--- config.mk ---
export PLATFORM = sky130hd
export DESIGN_NAME = dh_min_sel
export DESIGN_NICKNAME = d
export VERILOG_FILES = /design/src/rtl/dh_pkg.sv /design/src/rtl/dh_top2_insert.sv /design/src/rtl/dh_min_sel.sv
export SDC_FILE = /design/constraint.sdc
export NUM_CORES = 1
export LEC_CHECK = 0
export BUFFER_PORTS_ARGS = -buffer_cell sky130_fd_sc_hd__buf_2
export CAP_MARGIN = 20
export CORE_MARGIN = 4
export CORE_UTILIZATION = 60
export DETAILED_ROUTE_END_ITERATION = 6
export PLACE_DENSITY = 0.86
export SLEW_MARGIN = 20
export SYNTH_ARGS = -nofsm -noshare
export SYNTH_HDL_FRONTEND = slang
export SYNTH_SLANG_ARGS = --single-unit
--- constraint.sdc ---
create_clock -name clk -period 4.6 [get_ports clk]
set_input_delay 0.23 -clock clk [delete_from_list [all_inputs] [get_ports clk]]
set_output_delay 0.23 -clock clk [all_outputs]
set_load 0.05 [all_outputs]
--- src/rtl/dh_pkg.sv ---
// rtl/dh_pkg.sv - shared constants, index-width helper and output-FSM encoding for the Dh min selector
package dh_pkg;

    localparam int Q = 8;                      // fractional bits of Dh, carried through untouched
    localparam int N = 16;                     // Dh word width, signed
    localparam logic [N-1:0] SAT_MAX = 16'h7FFF;

    typedef enum logic {
        EMPTY = 1'b0,
        FULL  = 1'b1
    } out_state_t;

    // Width of a candidate index; never below 1 bit so tiny frames still elaborate.
    function automatic int idx_w(input int n);
        return (n <= 2) ? 1 : $clog2(n);
    endfunction

endpackage

--- src/rtl/dh_top2_insert.sv ---
// rtl/dh_top2_insert.sv - combinational insertion of one sample into a running smallest/second-smallest pair
//
// Ports:
//   first         in  1      sample is the first of a frame (restarts the pair)
//   x             in  N      conditioned sample value (non-negative)
//   cnt           in  IDX_W  candidate index of x
//   cur_min*      in         current smallest value / index
//   cur_min2*     in         current second-smallest value / index
//   nxt_min*      out        updated smallest value / index
//   nxt_min2*     out        updated second-smallest value / index
module dh_top2_insert #(
    parameter int N     = 16,
    parameter int IDX_W = 4
) (
    input  logic             first,
    input  logic [N-1:0]     x,
    input  logic [IDX_W-1:0] cnt,
    input  logic [N-1:0]     cur_min,
    input  logic [IDX_W-1:0] cur_min_idx,
    input  logic [N-1:0]     cur_min2,
    input  logic [IDX_W-1:0] cur_min2_idx,
    output logic [N-1:0]     nxt_min,
    output logic [IDX_W-1:0] nxt_min_idx,
    output logic [N-1:0]     nxt_min2,
    output logic [IDX_W-1:0] nxt_min2_idx
);

    localparam logic [N-1:0] SAT = {1'b0, {(N-1){1'b1}}};

    always_comb begin
        nxt_min      = cur_min;
        nxt_min_idx  = cur_min_idx;
        nxt_min2     = cur_min2;
        nxt_min2_idx = cur_min2_idx;
        if (first) begin
            nxt_min      = x;
            nxt_min_idx  = '0;
            nxt_min2     = SAT;
            nxt_min2_idx = '0;
        end else if ($signed(x) < $signed(cur_min)) begin
            nxt_min2     = cur_min;
            nxt_min2_idx = cur_min_idx;
            nxt_min      = x;
            nxt_min_idx  = cnt;
        end else if ($signed(x) < $signed(cur_min2)) begin
            // Strict compares: an equal value never displaces, so the lower index keeps its slot.
            nxt_min2     = x;
            nxt_min2_idx = cnt;
        end
    end

endmodule

--- src/rtl/dh_min_sel.sv ---
// rtl/dh_min_sel.sv - per-frame smallest/second-smallest Dh tracker with a one-deep valid/ready result register
//
// Ports:
//   clk, rst      clock, synchronous active-high reset
//   frame_clear   abort partial frame, candidate index restarts at 0
//   Dh_valid/Dh_in  one Dh sample per pulse, no backpressure
//   res_ready     downstream accepts the result
//   res_valid     result registers hold an unaccepted frame result
//   min_val/min_idx, min2_val/min2_idx  frame result
//   res_ovf       sticky: a completed frame was dropped
//   busy          partial frame in progress
module dh_min_sel
    import dh_pkg::*;
#(
    parameter int N        = dh_pkg::N,
    parameter int NUM_CAND = 16,
    localparam int IDX_W   = idx_w(NUM_CAND)
) (
    input  logic             clk,
    input  logic             rst,
    input  logic             frame_clear,
    input  logic             Dh_valid,
    input  logic [N-1:0]     Dh_in,
    input  logic             res_ready,
    output logic             res_valid,
    output logic [N-1:0]     min_val,
    output logic [IDX_W-1:0] min_idx,
    output logic [N-1:0]     min2_val,
    output logic [IDX_W-1:0] min2_idx,
    output logic             res_ovf,
    output logic             busy
);

    localparam logic [N-1:0]     SAT      = {1'b0, {(N-1){1'b1}}};
    localparam logic [IDX_W-1:0] LAST_IDX = IDX_W'(NUM_CAND - 1);

    logic [IDX_W-1:0] cand_cnt;
    logic [N-1:0]     w_min, w_min2;
    logic [IDX_W-1:0] w_min_idx, w_min2_idx;
    out_state_t       state;

    logic [N-1:0]     x;
    logic             sample;
    logic             frame_end;
    logic [N-1:0]     n_min, n_min2;
    logic [IDX_W-1:0] n_min_idx, n_min2_idx;

    // A negative Dh means the upstream accumulator wrapped; treat it as the largest value.
    assign x         = Dh_in[N-1] ? SAT : Dh_in;
    assign sample    = Dh_valid && !frame_clear;
    assign frame_end = sample && (cand_cnt == LAST_IDX);

    assign res_valid = (state == FULL);
    assign busy      = (cand_cnt != '0);

    dh_top2_insert #(
        .N     (N),
        .IDX_W (IDX_W)
    ) u_insert (
        .first        (cand_cnt == '0),
        .x            (x),
        .cnt          (cand_cnt),
        .cur_min      (w_min),
        .cur_min_idx  (w_min_idx),
        .cur_min2     (w_min2),
        .cur_min2_idx (w_min2_idx),
        .nxt_min      (n_min),
        .nxt_min_idx  (n_min_idx),
        .nxt_min2     (n_min2),
        .nxt_min2_idx (n_min2_idx)
    );

    always_ff @(posedge clk) begin
        if (rst) begin
            cand_cnt   <= '0;
            w_min      <= SAT;
            w_min_idx  <= '0;
            w_min2     <= SAT;
            w_min2_idx <= '0;
        end else if (frame_clear) begin
            cand_cnt   <= '0;
            w_min      <= SAT;
            w_min_idx  <= '0;
            w_min2     <= SAT;
            w_min2_idx <= '0;
        end else if (Dh_valid) begin
            cand_cnt   <= (cand_cnt == LAST_IDX) ? '0 : cand_cnt + 1'b1;
            w_min      <= n_min;
            w_min_idx  <= n_min_idx;
            w_min2     <= n_min2;
            w_min2_idx <= n_min2_idx;
        end
    end

    // Output register and its EMPTY/FULL state; loads the post-update pair of the final sample.
    always_ff @(posedge clk) begin
        if (rst) begin
            state    <= EMPTY;
            min_val  <= '0;
            min_idx  <= '0;
            min2_val <= '0;
            min2_idx <= '0;
            res_ovf  <= 1'b0;
        end else begin
            case (state)
                EMPTY: begin
                    if (frame_end) begin
                        state    <= FULL;
                        min_val  <= n_min;
                        min_idx  <= n_min_idx;
                        min2_val <= n_min2;
                        min2_idx <= n_min2_idx;
                    end
                end
                FULL: begin
                    if (frame_end) begin
                        if (res_ready) begin
                            min_val  <= n_min;
                            min_idx  <= n_min_idx;
                            min2_val <= n_min2;
                            min2_idx <= n_min2_idx;
                        end else begin
                            res_ovf  <= 1'b1;
                        end
                    end else if (res_ready) begin
                        state <= EMPTY;
                    end
                end
                default: state <= EMPTY;
            endcase
        end
    end

endmodule

* Yosys cells after proc, flatten, opt, wreduce, memory -nomap -nowiden
Cells that the tools add are included.
** Word-level totals
- Bits of input ports :: 21
- Output and inout port bits :: 43
- Bits in registers :: 86
** Operators by class
- Mux-type cells :: 32
- Reduce and logical (&&, ||, !) cells :: 8
- Equal/unequal tests :: 4
- Order comparisons :: 2
- Add/subtract/negate cells :: 1
- Bitwise operators :: 2
** Operators with widths (number)
- 16-bit two-way mux :: 11
- 16-bit one-hot mux with 2 select lines :: 2
- 4-bit two-way mux :: 12
- 16-bit less-than comparator :: 2
- 4-bit one-hot mux with 2 select lines :: 2
- 15-bit two-way mux :: 1
- 3-bit AND reduction :: 2
- 4-bit by 1-bit adder with 4-bit output (second input constant) :: 1
- 4-bit equality test (second input constant) :: 1
- 4-bit zero test :: 1
- 2-bit != test (second input constant) :: 2
- 4-bit nonzero test :: 1
- 1-bit two-way mux :: 3
- 1-bit logical AND :: 2
- 2-bit by 1-bit != test with 1-bit output (second input constant) :: 1
- 1-bit NOT :: 2
- 1-bit one-hot mux with 2 select lines :: 1
- 2-bit OR reduction :: 1
- 1-bit zero test :: 1

* Logic depth before layout (Yosys ltp)
- Word-level depth :: 8
- Mapped depth :: 15
- Mapped depth without buffers :: 12

* Modules after synthesis
Synthesis repeated with hierarchy kept, for this count alone.
** Second synthesis, totals
- Cell total of the unflattened synthesis :: 599
- Area, all modules :: 5378.9 sq um
** By module, submodules not included
- dh_min_sel :: sequential area each 1721.7 sq um, cells each 355, times used 1, area an instance 3609.7 sq um
- dh_top2_insert :: sequential area each 0.0 sq um, cells each 244, times used 1, area an instance 1769.2 sq um

* Worst setup path before layout
OpenSTA, ideal clock, no wires.
- Kind :: input to register
- From :: input port Dh_in[15]
- To :: register w_min2[15]
- Setup time :: 0.128 ns
- Slack :: 1.475 ns
- Arrival :: 2.998 ns
- Buffers on the path :: 3
- Cell stages on the path :: 15
- Path through :: clkbuf_1 > nor2_1 > inv_1 > ha_1 > nand2_1 > nor3_1 > o311ai_0 > a311o_1 > ha_1 > clkbuf_1 > clkbuf_1 > mux2i_1 > nor2_1 > mux2i_1 > nor2_1
** On the way
- Word-level cells in the longest chain between the ends :: 5
- Elaborated cells on any way between the ends :: 6
** Ends and longest elaborated chain
- start: declaration :: line dh_min_sel.sv:23 : input logic [N-1:0] Dh_in,
- 15-bit two-way mux (*) :: line dh_min_sel.sv:49 : assign x = Dh_in[N-1] ? SAT : Dh_in;
- 16-bit less-than comparator :: line dh_top2_insert.sv:45 : end else if ($signed(x) < $signed(cur_min2)) begin
- 16-bit two-way mux :: line dh_top2_insert.sv:45
- 16-bit two-way mux (*) :: line dh_top2_insert.sv:40 : end else if ($signed(x) < $signed(cur_min)) begin
- 16-bit two-way mux (*) :: line dh_top2_insert.sv:35 : if (first) begin
- end signal: assignment :: line dh_min_sel.sv:90 : w_min2 <= n_min2;
- end: declaration :: line dh_min_sel.sv:38 : logic [N-1:0] w_min, w_min2;
Mark *: on every way between the ends. The rest lies on a longest branch, timed or not.
A chain may end at the register's enable or synchronous reset.

* Worst setup path in the final report
- From :: register w_min[13]
- To :: register w_min[12]
** On the way
- Word-level cells in the longest chain between the ends :: 3
** Ends and longest elaborated chain
- start: declaration :: line dh_min_sel.sv:38
- start signal: assignment :: line dh_min_sel.sv:88 : w_min <= n_min;
- 16-bit less-than comparator :: line dh_top2_insert.sv:40
- 16-bit two-way mux :: line dh_top2_insert.sv:40
- 16-bit two-way mux :: line dh_top2_insert.sv:35
Every way passes these cells.

==> qor.yml <==
placed_design:
  place_congestion: 0.973
  io_buffers: 63
  place_area_mm2: 0.00479
  dp_hpwl_um: 7880
die:
  dieArea_mm2: 0.00887
  start_util_pct: 61.4
  rows: 31
  die_w_um: 94.2
  boundaryPins: 64
  coreArea_mm2: 0.00725
  fp.dieH_um: 94.2
global_route:
  grt_max_degree: 45
  gr-usage-all-layers_pct: 25.9
  grt_pass1_vias: 3704
  overflow: 0
  grt_pass1_wl_um: 18100
  antenna_found_initial: 0
route:
  dr_total_vias: 4163
  drc: 0
  drtIter0Drc: 303
  postRouteAntennaNets: 0
  first_pass_iters: 5
  wire_per_inst_um: 15.9
  viasPerCell: 5.91
  routed_wl_um: 11200
worst_setup_path:
  crit_path_end_kind: "flop"
  max_stage_delay_ps: 710
  crit_buf_inv: 2
  critPathLaunchType: "flop"
  cp_max_fo: 24
  rr_endpoint: "w_min[12]$_SDFFE_PP1P_"
  cp.depth: 10
  cp_data_arrival_time_ps: 3820
  crit_family: "compound AO/OA/AOI/OAI gates"
  cpMaxStageDelayCell: "o21ai_1"
  rrSetupSlack_ps: 960
  endpoint: "w_min[12]$_SDFFE_PP1P_"
  crit_required_ps: 4780
  reg2reg_depth: 10
  crit_type: "flop to flop"
  crit_chain: "inv_1 -> ha_1 -> a21o_1 -> a21o_1 -> a2111oi_0 -> a311o_1 -> ha_1 -> o21ai_1 -> buf_4 -> o211ai_1"
  critPathLaunch: "w_min[13]$_SDFFE_PP1P_"
  reg2reg_from: "w_min[13]$_SDFFE_PP1P_"
pwr:
  p_int_mw: 1.11
  swShare_pct: 26.6
  pwr-share-clk_pct: 38.7
  p_seq_share_pct: 50.1
  power.density_mw_per_mm2: 303
  pwr-share-comb_pct: 11.2
  p_leak_nw: 2.27
  p_sw_mw: 0.403
  ir_drop_mv: 0.298
clock_network:
  tritoncts: "yes"
  postCtsSetupBuffers: 0
  cts.htree.levels: 3
  cts_buffers: 9
  clockBufferDepth: 2
  cts.sink_count: 86
  clk_pin_slew_ps: 80
  cts_resized: 0
  clk_latency_ps: 360
  cts-root-buf: "clkbuf_8"
  hold_buffers: 0
timing:
  finalClockSkew_ps: 11.3
  tightest_slew_ps: 1210
  fin_tns_setup_ps: 0
  hold_viol_final: 0
  period_minus_slack_ps: 3640
  max_freq_mhz: 275
  rsz0062_at_grt: "false"
  drv_slew: 0
  post-route-period-util_pct: 79.1
  maxSlewHeadroom_pct: 18.8
  finalSetupViolCount: 0
layout:
  final_common_cell: "dfxtp_1"
  drive_above_1_share_pct: 15.0
  stdcell_area_mm2: 0.00501
  n_antenna_cell: 0
  final_cell_mix: "86 x dfxtp_1, 67 x nor2_1, 63 x buf_2, 59 x nand2_1, 54 x a21oi_1"
  n_fill_cell: 599
  synthToLayoutAreaGrowth_pct: 12.5
  fin_nets: 653
synthesis:
  synthArstFlopShare_pct: 0
  synth_compound_area_share_pct: 24.1
  synthesis.nets: 613
  syn_inst: 560
  yosys.cell_types.count: 33
  yosys-top-cells-area: "dfxtp_1 39%, ha_1 9.0%, a211oi_1 8.3%"
  synth_area_leader_cell: "dfxtp_1"
  synth_top_area_share_pct: 38.7
  synth-edff-count: 0
  ys.flop_type: "dfxtp_1"
  yosys_warnings: 0
  ys_ff_latch: 86
  synth-xor-area-share_pct: 0.197
  yosys.area_share.simple_pct: 16.0
  yosys.area_share.adder_pct: 8.99
  synth_mux_area_share_pct: 4.27
  seq_area_frac_synth_pct: 38.7
  synth_area_per_cell_um2: 7.95
  synth_area_mm2: 0.00445
  synth_top_family_by_area: "compound AO/OA/AOI/OAI gates"
outcome:
  status: "completed"
flow_run:
  drv_cap: 0
min_path:
  min_path_type: "input pin to flop"
stage by stage:
step | hold slack [ps] | worst slack (ps) | total power, mW | cells | util, %
2_1_floorplan | 414 | 1470 | 0.897 | 560 | -
3_3_place_gp | 436 | 763 | 0.936 | 688 | 66.1
3_5_place_dp | 443 | 673 | 0.942 | 688 | 66.1
4_1_cts | 203 | 1010 | 1.52 | 704 | 69.1
5_1_grt | 222 | 606 | 1.57 | 704 | 69.1
6_report | 205 | 962 | 1.52 | 704 | 69.1
kinds of logic after synthesis:
logic type                 Yosys count
xor gates and xnor gates             1
AOI/OAI and AO/OA                  167
buffers and inverters               90
muxes                               19
and+or+nand+nor                    165
DFF                                 86
adders and majority gates           32
flip-flops by register name, indices dropped and copies added (netlist names):
register and flops:
min2_val 16, min_val 16, w_min2 16, w_min 16, cand_cnt 4, min2_idx 4
min_idx 4, w_min2_idx 4, w_min_idx 4, res_ovf 1, res_valid 1
power by group through the flow:
stage | sequential (mW) | clock (mW) | combinational, mW
final | 0.760 | 0.587 | 0.170
after global routing | 0.761 | 0.624 | 0.189
after CTS | 0.759 | 0.592 | 0.167
after detailed placement | 0.777 | 0 | 0.165
after global placement | 0.776 | 0 | 0.160
after floorplan | 0.773 | 0 | 0.123
cells in the mapped netlist, types with 3 or more instances:
cell      count
ha_1         32
o21ai_0      20
a211oi_1     49
a21o_1        4
inv_1        48
nor2_1       67
nand2_1      59
a31oi_1       3
mux2i_1      19
a21oi_1      54
nand3_1       6
buf_2         6
dfxtp_1      86
clkbuf_1     33
nor3_1       18
nor2b_1       5
o211ai_1     31
worst reg2reg max path, stage by stage, from the launching register on:
cell and delay, ps:
dfxtp_1 380, inv_1 60, ha_1 330, a21o_1 190, a21o_1 180, a2111oi_0 390, a311o_1 230, ha_1 510
o21ai_1 720, buf_4 350, o211ai_1 110
routing by layer:
metal	GRT usage [%]	part of all wire, %
met5	0	0
met4	11.3	2.4
met3	3.69	6.1
met2	37.6	43
met1	38.0	48
worst min-delay path by stage:
stage / depth (start not counted) / start / end / slack, ps
3_3_place_gp: 2 / min_val[7]$_SDFFE_PP0P_ / min_val[7]$_SDFFE_PP0P_ / 440
6_report: 3 / Dh_in[5] / w_min[5]$_SDFFE_PP1P_ / 200
2_1_floorplan: 2 / frame_clear / w_min[0]$_SDFFE_PP1P_ / 410
3_5_place_dp: 2 / min_val[3]$_SDFFE_PP0P_ / min_val[3]$_SDFFE_PP0P_ / 440
5_1_grt: 3 / Dh_in[13] / w_min[13]$_SDFFE_PP1P_ / 220
4_1_cts: 3 / Dh_in[13] / w_min[13]$_SDFFE_PP1P_ / 200
cell type report:
class	instances	area, um2	area share (%)
inverters	48	180	3.59
clock inverters	7	97.6	1.95
flip-flops and latches	86	1720	34.3
well taps	99	124	2.47
multi-input cells	384	2390	47.7
clock buffers	9	124	2.47
repair buffers	71	375	7.49
No activity file was read; power rests on OpenSTA's default activity.
